$ cat config.mk
export PLATFORM = sky130hd
export DESIGN_NAME = nbcac_5di_decoder_pipe
export DESIGN_NICKNAME = d
export VERILOG_FILES = /design/src/rtl/nbcac_5di_decoder_pipe.sv
export SDC_FILE = /design/constraint.sdc
export NUM_CORES = 1
export LEC_CHECK = 0
export CAP_MARGIN = 20
export CELL_PAD_IN_SITES_DETAIL_PLACEMENT = 1
export CELL_PAD_IN_SITES_GLOBAL_PLACEMENT = 2
export CORE_ASPECT_RATIO = 1.4
export CORE_MARGIN = 5
export CORE_UTILIZATION = 35
export CTS_CLUSTER_DIAMETER = 80
export CTS_CLUSTER_SIZE = 8
export DETAILED_ROUTE_END_ITERATION = 7
export GPL_ROUTABILITY_DRIVEN = 0
export PLACE_DENSITY_LB_ADDON = 0.1
export SLEW_MARGIN = 10
export SYNTH_ARGS = -nofsm -noshare
export SYNTH_HDL_FRONTEND = slang
export SYNTH_SLANG_ARGS = --single-unit
$ cat constraint.sdc
create_clock -name clk -period 2.7 [get_ports clk]
set_clock_uncertainty 0.05 [all_clocks]
set_input_delay 0.54 -clock clk [delete_from_list [all_inputs] [get_ports clk]]
set_output_delay 0.54 -clock clk [all_outputs]
set_load 0.05 [all_outputs]
$ cat src/rtl/nbcac_5di_decoder_pipe.sv
// Two-stage receive-side decoder for the 5-bit NBCAC crosstalk-avoidance bus.
// It also keeps a saturating count of adjacent opposite-direction wire transitions.
module nbcac_5di_decoder_pipe #(
  parameter int CNT_W = 8
) (
  input  logic             clk,
  input  logic             rst_n,
  input  logic             in_valid,
  output logic             in_ready,
  input  logic [7:1]       d_in,
  output logic             out_valid,
  input  logic             out_ready,
  output logic [4:0]       v_out,
  output logic             range_err,
  output logic [CNT_W-1:0] ft_cnt,
  input  logic             clr_cnt
);

  logic             s1_v;
  logic             s2_v;
  logic             adv1;
  logic             adv2;
  logic             accept;
  logic [5:0]       pa;
  logic [5:0]       pb;
  logic [5:0]       pa_next;
  logic [5:0]       pb_next;
  logic [5:0]       sum;
  logic [7:1]       prev_d;
  logic [7:1]       rise;
  logic [7:1]       fall;
  logic             ft_event;
  logic             cnt_sat;

  // Each stage advances when the stage after it is empty or draining this cycle.
  // The resulting out_ready -> in_ready path is combinational on purpose, so
  // there are no bubbles and the pipe sustains one word per clock.
  assign adv2      = !s2_v || out_ready;
  assign adv1      = !s1_v || adv2;
  assign in_ready  = adv1;
  assign accept    = in_valid && adv1;
  assign out_valid = s2_v;

  // Split the weighted sum across the two stages: d1,d2,d3 and d4..d7.
  // NOTE: every signal driven here gets a value on every path, so no latch is inferred.
  always_comb begin
    pa_next = {5'b0, d_in[1]}
            + (d_in[2] ? 6'd16 : 6'd0)
            + (d_in[3] ? 6'd10 : 6'd0);
    pb_next = (d_in[4] ? 6'd6 : 6'd0)
            + (d_in[5] ? 6'd4 : 6'd0)
            + (d_in[6] ? 6'd2 : 6'd0)
            + (d_in[7] ? 6'd2 : 6'd0);
  end

  assign sum = pa + pb;

  // Wire i and wire i+1 moving in opposite directions is the crosstalk worst case.
  assign rise     = ~prev_d & d_in;
  assign fall     = prev_d & ~d_in;
  assign ft_event = |((rise[6:1] & fall[7:2]) | (fall[6:1] & rise[7:2]));
  assign cnt_sat  = (ft_cnt == {CNT_W{1'b1}});

  // Stage 1: capture partial sums on accept; empty out when advancing without a new word.
  // NOTE: state is updated with non-blocking assignments so every register samples
  // pre-edge values regardless of the order the blocks are evaluated in.
  // NOTE: datapath registers are reset too, so v_out reads 0 straight out of reset.
  always_ff @(posedge clk or negedge rst_n) begin
    if (!rst_n) begin
      s1_v <= 1'b0;
      pa   <= 6'd0;
      pb   <= 6'd0;
    end else if (accept) begin
      s1_v <= 1'b1;
      pa   <= pa_next;
      pb   <= pb_next;
    end else if (adv1) begin
      s1_v <= 1'b0;
    end
  end

  // Stage 2: out-of-range words are still delivered, wrapped mod 32 and flagged.
  always_ff @(posedge clk or negedge rst_n) begin
    if (!rst_n) begin
      s2_v      <= 1'b0;
      v_out     <= 5'd0;
      range_err <= 1'b0;
    end else if (adv2) begin
      s2_v <= s1_v;
      if (s1_v) begin
        v_out     <= sum[4:0];
        range_err <= sum[5] || (sum > 6'd31);
      end
    end
  end

  // Transition monitor: history follows accepted words only; clear wins over increment.
  always_ff @(posedge clk or negedge rst_n) begin
    if (!rst_n) begin
      prev_d <= 7'b0;
    end else if (accept) begin
      prev_d <= d_in;
    end
  end

  always_ff @(posedge clk or negedge rst_n) begin
    if (!rst_n) begin
      ft_cnt <= '0;
    end else if (clr_cnt) begin
      ft_cnt <= '0;
    end else if (accept && ft_event && !cnt_sat) begin
      ft_cnt <= ft_cnt + 1'b1;
    end
  end

endmodule

Word-level counts from Yosys, hierarchy flattened --
Cells that the tools add are included.
Word-level totals: logic and storage cells 47, flip-flop bits (word level) 35, bits of input ports 12, output and inout bits 16
Cells by class: eq/ne operators 1, order comparisons 1, muxes and demuxes 10, reductions and logical operators 13, $add $sub $neg 7, bitwise operators 7
Operators with widths (count):
- 8-bit two-way mux | 2
- 7-bit bitwise AND | 2
- 7-bit NOT | 2
- 6-bit bitwise AND | 2
- 8-bit by 1-bit adder with 8-bit output (second input constant) | 1
- 8-bit == test (second input constant) | 1
- 1-bit by 5-bit adder with 6-bit output | 1
- 5-bit by 2-bit adder with 6-bit output | 1
- 6-bit by 4-bit adder with 6-bit output | 1
- 6-bit adder | 1
- 6-bit by 5-bit > comparator with 1-bit output (second input constant) | 1
- 3-bit two-way mux | 2
- 6-bit OR | 1
- 6-bit OR reduction | 1
- 4-bit by 2-bit adder with 5-bit output | 1
- 5-bit two-way mux | 1
- 3-bit by 3-bit adder with 4-bit output | 1
- 2-bit two-way mux | 2
- 4-bit two-way mux | 1
- 2-bit nonzero test | 2
- 1-bit logical AND | 3
- 1-bit zero test | 3
- 1-bit logical OR | 3
- 1-bit two-way mux | 2
- 2-bit AND reduction | 1

Depth between registers and ports, before layout --
Gate-level depths: netlist of run 1.
depth in word-level cells 9, depth in mapped cells 6, gate-level depth less buffers 6

Worst setup path before layout of run 1 --
OpenSTA, ideal clock, no wires.
path kind register -> register, from register s2_v (netlist: out_valid), to register ft_cnt[5], setup slack 262 ps, data arrival time 2261 ps, data required time 2522 ps, setup time 128 ps, cell stages (with the launch flop) 7, period minus slack after synthesis 2438 ps, buffers on the path 0, cells stage by stage dfrtp_1 -> nand3b_1 -> nand2_4 -> a31o_1 -> a31oi_4 -> nand4_1 -> mux2_1
Between the ends: cells in the longest elaborated chain, start to end 7
Ends and longest elaborated chain:
- start, declared | line 20 | logic s2_v;
- start signal, assigned | line 89 | s2_v <= s1_v;
- 1-bit zero test | line 38 | assign adv2 = !s2_v || out_ready;
- 1-bit logical OR | line 38
- 1-bit logical OR | line 39 | assign adv1 = !s1_v || adv2;
- net in_ready | line 9 | output logic in_ready,
- 1-bit logical AND | line 41 | assign accept = in_valid && adv1;
- 1-bit logical AND (2 in a row) | line 111 | end else if (accept && ft_event && !cnt_sat) begin
- 2-bit nonzero test (no source line)
- end signal, assigned | line 112 | ft_cnt <= ft_cnt + 1'b1;
- end, declared | line 15 | output logic [CNT_W-1:0] ft_cnt,
The timed path passes the listed nets, and every way through them passes these cells. A chain may end at the register's enable or synchronous reset.

Worst setup path in the final report of run 1 --
from input d_in[5] in the netlist's numbering, to register ft_cnt[4]
Between the ends: cells in the longest elaborated chain, start to end 8, elaborated cells between the ends (all ways) 10, those cells by class bitwise: 6; reduce/logical: 4
Ends and longest elaborated chain:
- start, declared | line 10 | input logic [7:1] d_in,
- 7-bit NOT | line 60 | assign fall = prev_d & ~d_in;
- 7-bit bitwise AND | line 60
- 6-bit bitwise AND | line 61 | assign ft_event = |((rise[6:1] & fall[7:2]) | (fall[6:1] & rise[7:2]));
- 6-bit OR * | line 61
- 6-bit OR reduction * | line 61
- 1-bit logical AND * (2 in a row) | line 111
- 2-bit nonzero test (no source line) *
Every way passes the cells marked *; elsewhere a longest branch is shown, timed or not.

==> metrics, run 1 <==
Area Overhead vs Synth=27.1%; row cnt=27; Setup crit end kind=flop; number of synthesized flops with an enable pin=0; vias in the first global route=~1.1k; post-layout util=45.9%; Post-synth top cells=dfrtp_1, nand2b_1, nand2_1; Mean Syn Cell Area=~11 um2; Synth Flop Type=dfrtp_1; I/O pin count=28; Vert. Die Dim=85.6 um; CTS Sinks=27; CP max-delay cell=clkdlybuf4s50_1; RSZ-0062 raised after global routing=false; Core Area=about 4000 um2; global-route wire length before repair=5210 um; GRT busiest layer=met2; post-cts resize count=0; antenna violations before repair=0; Clock Tree Buf Depth=2; TritonCTS Buffers=3; GR Overflow Total=0; CP required=about 2.8 ns; Fmax achieved=449 MHz; Reg2Reg Setup Slack=0.68 ns; initial DRC count=17; Worst Hold Class=flop to flop; CP max FO=10; clock share of power=20.3%; status=finished clean; Yosys top cell area share=between 40 and 50%; synth top area cells=dfrtp_1, ha_1, mux2_2; sw frac=36.1%; Placed Cells=approximately 200; crit-path cells=clkdlybuf4s50_1, nand2b_1, a211oi_1, a31oi_1, a31oi_4, nand4_1, mux2_1; Die ar.=5470 um2; DR pass1 iterations=2; Final Cycle Share=roughly 83%; htree depth=1; CTS Hold Bufs=0; sequential area share after synthesis=47.3%; pwr dens=628 nW/um2; switching pwr=0.000411 W; routed wire length=2990 um; share of cells above drive strength 1=11.7%; IO buf count=27; cell taking the most area after synthesis=dfrtp_1; DRC Markers=0; fraction of synthesis flops using an asynchronous set or reset pin=100%; M3 GR Usage=2.49%; Worst slew margin=66.7%; static leakage=between 0.8 and 0.9 nW; Non-Filler Instances=just over 200; # setup viols final=0; Int Pwr=0.000728 W; remaining antenna violation count after routing=0; n_diodes=0; CTS tree=built; WP data arrival=2.34 ns; Post-CTS Setup Repair Bufs=0; setup_tns=0 ns; routed len/inst=14.5 um; max_cap viols=0; met2 Usage GRT=between 20% and 30%; maximum vdd drop=0.482 mV; DP HPWL=2360 um; Horiz. Die Dim=64.0 um; largest net degree at the start of global routing=28; most common cell in the synthesized netlist=dfrtp_1; Final min period=2.23 ns; slowest stage delay, CP=0.46 ns; Root Buffer Master=clkbuf_8; Comb power frac=35.2%; synth unique cells=31; total track usage=11.9%; Crit Path Class=input port to flop; startpoint types=input port; GRT met1 Usage=13.2%; clk_lat worst skew=~0.27 ns; Worst-path clk slew=~0.090 ns; via count=1,054; Mapped Cells=132; sequential share of power=44.5%; synthesized area=about 1400 um2; synth warn=0; Initial Util=a little over a third; Slew Viols, Final=0; final net count=186; DR vias/cell=5.12; worst slew pin tran=0.498 ns; WHS=0.433 ns; Syn Nets=between 150 and 200; final hold viol count=0; number of synthesized register bits=27
critical path: cells and delay by family:
family                 cells  cell delay [ns]
AOI/OAI and AO/OA          3             0.67
buffers and inverters      1             0.46
and+or+nand+nor            2             0.34
muxes                      1             0.32
routing by layer:
metal	wire [um]	vias up	share of wire, %
li1	-	519	-
met1	1240	510	41
met2	1550	20	52
met3	154	5	5.1
met4	51	0	1.7
met5	0	-	0
metrics by stage:
stage	area (um2)	power, W	worst slack [ns]
after floorplan	1430	0.000774	0.262
final	1810	0.00114	0.471
after global placement	1770	0.000916	0.185
after global routing	1810	0.00121	0.356
after detailed placement	1770	0.000926	0.151
after CTS	1810	0.00116	0.450
power groups by stage:
stage                     Combinational (W)  Sequential [W]  Clock [W]
after floorplan                    0.000139        0.000635          0
after global placement             0.000403        0.000512          0
after detailed placement           0.000409        0.000517          0
after CTS                          0.000410        0.000508   0.000245
after global routing               0.000433        0.000517   0.000263
final                              0.000401        0.000507   0.000232
registers in the layout, summed over array words and instances, names as in the netlist:
signal     count
out_valid      1
ft_cnt         8
v_out          5
prev_d         7
pb             4
range_err      1
s1_v           1
kinds of logic (layout without fill, tap and decap cells):
logic type	after synthesis	count (layout)	share of synthesized area, %
flip-flops	27	27	47.3
XOR/XNOR	3	3	1.84
adder cells (fa/ha/maj)	10	10	9.82
buffers and inverters	8	39	2.10
multiplexers	12	12	9.38
AO/OA/AOI/OAI	28	28	12.4
AND/OR/NAND/NOR	44	44	17.2
cell type report:
type	count	area, um2
clock buffer	4	45.0
fill	451	2140
inverter	6	22.5
multi-input combinational	97	722
sequential	27	676
tap	43	53.8
timing repair buffer	29	295
final timing paths:
| kind | from | cells after the start | to |
|---|---|---|---|
| setup / recovery | d_in[5] | 7 | ft_cnt[4]$_DFFE_PN0P_ |
| max in group asynchronous | rst_n | 2 | v_out[0]$_DFFE_PN0P_ |
| hold / removal | v_out[4]$_DFFE_PN0P_ | 2 | v_out[4]$_DFFE_PN0P_ |
| hold reg to reg | v_out[4]$_DFFE_PN0P_ | 2 | v_out[4]$_DFFE_PN0P_ |
| setup reg to reg | ft_cnt[2]$_DFFE_PN0P_ | 6 | ft_cnt[4]$_DFFE_PN0P_ |
| min in group asynchronous | rst_n | 2 | s1_v$_DFFE_PN0P_ |
placed cells by master, fill, tap and decap left out, types with 2 or more instances in the layout:
master	count
dfrtp_1	27
xnor2_1	2
fa_1	2
nand3b_1	2
nand2_1	11
mux2_1	4
o21ai_0	10
a21oi_1	9
inv_1	6
nor2_1	6
ha_1	8
clkbuf_8	3
mux2_2	7
a31oi_1	2
clkdlybuf4s50_1	26
buf_4	2
nand4_1	4
nand2b_1	12
nor2b_1	4
No activity file was read; power rests on OpenSTA's default activity.
==> run 2, diff against run 1 <==
--- a/config.mk
+++ b/config.mk
@@ -10,7 +10,7 @@
 export CELL_PAD_IN_SITES_GLOBAL_PLACEMENT = 2
 export CORE_ASPECT_RATIO = 1.4
 export CORE_MARGIN = 5
-export CORE_UTILIZATION = 35
+export CORE_UTILIZATION = 29
 export CTS_CLUSTER_DIAMETER = 80
 export CTS_CLUSTER_SIZE = 8
 export DETAILED_ROUTE_END_ITERATION = 7
==> constraint.sdc (replaced) <==
create_clock -name clk -period 1.9 [get_ports clk]
set_clock_uncertainty 0.05 [all_clocks]
set_input_delay 0.38 -clock clk [delete_from_list [all_inputs] [get_ports clk]]
set_output_delay 0.38 -clock clk [all_outputs]
set_load 0.05 [all_outputs]
==> run 2 against run 1 <==
  * Clock power is 54% higher
  * Largest power group unchanged
  * Flip-flop and latch count stayed put
  * Worst hold slack got worse by 0.013 ns
  * Combinational power rose by 48%
  * First-iteration DRC count increased by 110%
==> metrics, run 2 (synthesized netlist as in run 1, its figures left out) <==
status=finished clean; FF-to-FF Start=ft_cnt[4]$_DFFE_PN0P_; slowest stage delay, CP=0.40 ns (-0.06 ns); vias in the first global route=1,244 (+8.8%); static leakage=0.921 nW (+14%); I/O pin count=28 (unchanged); multi-input logic area=778 um2 (+7.8%); Worst Hold Class=input port to async pin; switching pwr=0.000625 W (+52%); row cnt=30 (+11%); commonest non-fill, non-tap cell in the layout=buf_4; DP HPWL=2690 um (+14%); Area Overhead vs Synth=37.2%; Vert. Die Dim=93.0 um (+8.7%); Initial Util=29.7% (-6.4 points); max_cap viols=0 (unchanged); CP max FO=6 (-4); final net count=199 (+7.0%); Horiz. Die Dim=69.3 um (+8.3%); Final min period=between 1.5 and 2 ns; htree depth=1 (unchanged); final hold viol count=0 (unchanged); CTS Hold Bufs=0 (unchanged); commonest cells after routing, fill and taps aside=buf_4, dfrtp_1, nand2_1; pwr dens=853 nW/um2 (+36%); total track usage=11.3% (-0.59 points); routed len/inst=14.4 um (-1.1%); TritonCTS Buffers=3 (unchanged); CTS tree=built; maximum vdd drop=0.375 mV (-22%); Core Area=4800 um2 (+22%); startpoint types=flop; worst slew pin tran=0.354 ns (-0.144 ns); Setup crit end kind=flop; largest net degree at the start of global routing=28 (unchanged); crit-path cells=and3_4, and3_4, a31o_1, a31oi_4, nand4_1, mux2_4; worst r2r path cells=6 (unchanged); Root Buffer Master=clkbuf_8; # setup viols final=0 (unchanged); WP data arrival=2.01 ns (-0.33 ns); Fill cells=578 (+28%); sequential share of power=43.1% (-1.4 points); clk_lat worst skew=0.28 ns (about the same); remaining antenna violation count after routing=0 (unchanged); Worst slew margin=76.4% (+9.7 points); n_diodes=0 (unchanged); via count=1,126 (+6.8%); Comb power frac=35.5% (+0.3 points); Clock Tree Buf Depth=2 (unchanged); share of cells above drive strength 1=34.7% (+23 points); CP max-delay cell=dfrtp_1; CP required=2.02 ns (-0.79 ns); clock share of power=21.4% (+1.1 points); GR Overflow Total=0 (unchanged); Fmax achieved=530 MHz; setup_tns=0 ns (unchanged); CP dominant cell by count=and3_4; Setup crit start=ft_cnt[4]$_DFFE_PN0P_; Largest Register=ft_cnt; Sequential Area=677 um2 (+0.19%); RSZ-0062 raised after global routing=true; Worst-path clk slew=0.11 ns (+0.02 ns); DRC Markers=0 (unchanged); global-route wire length before repair=5870 um (+13%); DR vias/cell=4.69 (-8.3%); max FFs per register=8 (unchanged); initial DRC count=36 (+19); IO buf count=27 (unchanged); Crit Path Class=flop to flop; Die ar.=6450 um2 (+18%); overall power=0.00167 W (+47%); CTS Sinks=27 (unchanged); DR pass1 iterations=4 (+2); Final Cycle Share=99.3%; routed wire length=3450 um (+15%); biggest regs=ft_cnt: 8 flops, prev_d: 7 flops, v_out: 5 flops; Int Pwr=0.00105 W (+44%); sw frac=37.4% (+1.3 points); Slew Viols, Final=0 (unchanged); WHS=0.420 ns (-0.0128 ns); antenna violations before repair=0 (unchanged)
[run 2: cell types whose count changed in the layout (fill, tap and decap cells not counted), sizes merged]
cell | before | now
buf | 3 | 31
clkdlybuf4s50 | 26 | 8
dlygate4sd2 | 0 | 3
clkbuf | 4 | 3
inv | 6 | 7
[run 2: worst paths after layout]
path	end	slack, ns
max	ft_cnt[4]$_DFFE_PN0P_	0.01
min	v_out[2]$_DFFE_PN0P_	0.42
max reg2reg	ft_cnt[4]$_DFFE_PN0P_	0.01
min reg2reg	v_out[3]$_DFFE_PN0P_	0.44
max in group asynchronous	out_valid$_DFFE_PN0P_	1.10
min in group clk	v_out[3]$_DFFE_PN0P_	0.44
[run 2: per-layer routing]
| layer | vias to the layer above | GRT usage [%] | routed length (um) |
|---|---|---|---|
| li1 | 545 | - | - |
| met1 | 558 | 12.1 | 1430 |
| met2 | 19 | 21.3 | 1850 |
| met3 | 4 | 2.69 | 131 |
| met4 | 0 | 3.91 | 40 |
| met5 | - | 0 | 0 |
[run 2: final cells by class]
class | instances | share of cell area (%)
timing repair buffer | 42 | 17.9
clock inverter | 1 | 0.447
clock buffer | 3 | 2.11
multi-input combinational | 97 | 39.7
sequential | 27 | 34.5
tap | 64 | 4.09
inverter | 6 | 1.15
[run 2: critical path: cells and delay by family (launching register included)]
kind	cells	cell delay [ns]
AO/OA/AOI/OAI	2	0.46
flip-flops	1	0.40
multiplexers	1	0.33
AND/OR/NAND/NOR	3	0.53
[run 2: through the flow]
stage / std cells / instance area, um2 / utilization, % / worst slack, ns
2_1_floorplan: 132 / 1430 / - / -0.412
3_3_place_gp: 235 / 1850 / 38.5 / -0.330
3_5_place_dp: 235 / 1850 / 38.5 / -0.367
4_1_cts: 239 / 1930 / 40.2 / 0.00453
5_1_grt: 240 / 1960 / 40.8 / -0.0378
6_report: 240 / 1960 / 40.8 / 0.0142
[run 2: power by group through the flow]
stage                     Combinational, W  Clock (W)  Sequential, W
after CTS                         0.000601   0.000374       0.000719
final                             0.000594   0.000357       0.000721
after global placement            0.000587          0       0.000724
after detailed placement          0.000595          0       0.000728
after floorplan                   0.000198          0       0.000903
after global routing              0.000647   0.000394       0.000734
[run 2: timing repair]
action / 4_1_cts / 5_1_grt
endpoints found under the hold margin: 0 / 0
setup endpoints to repair: 6 / 8
resized for setup: 10 / 5
buffers inserted: 0 / 1
pin swaps: 5 / 6
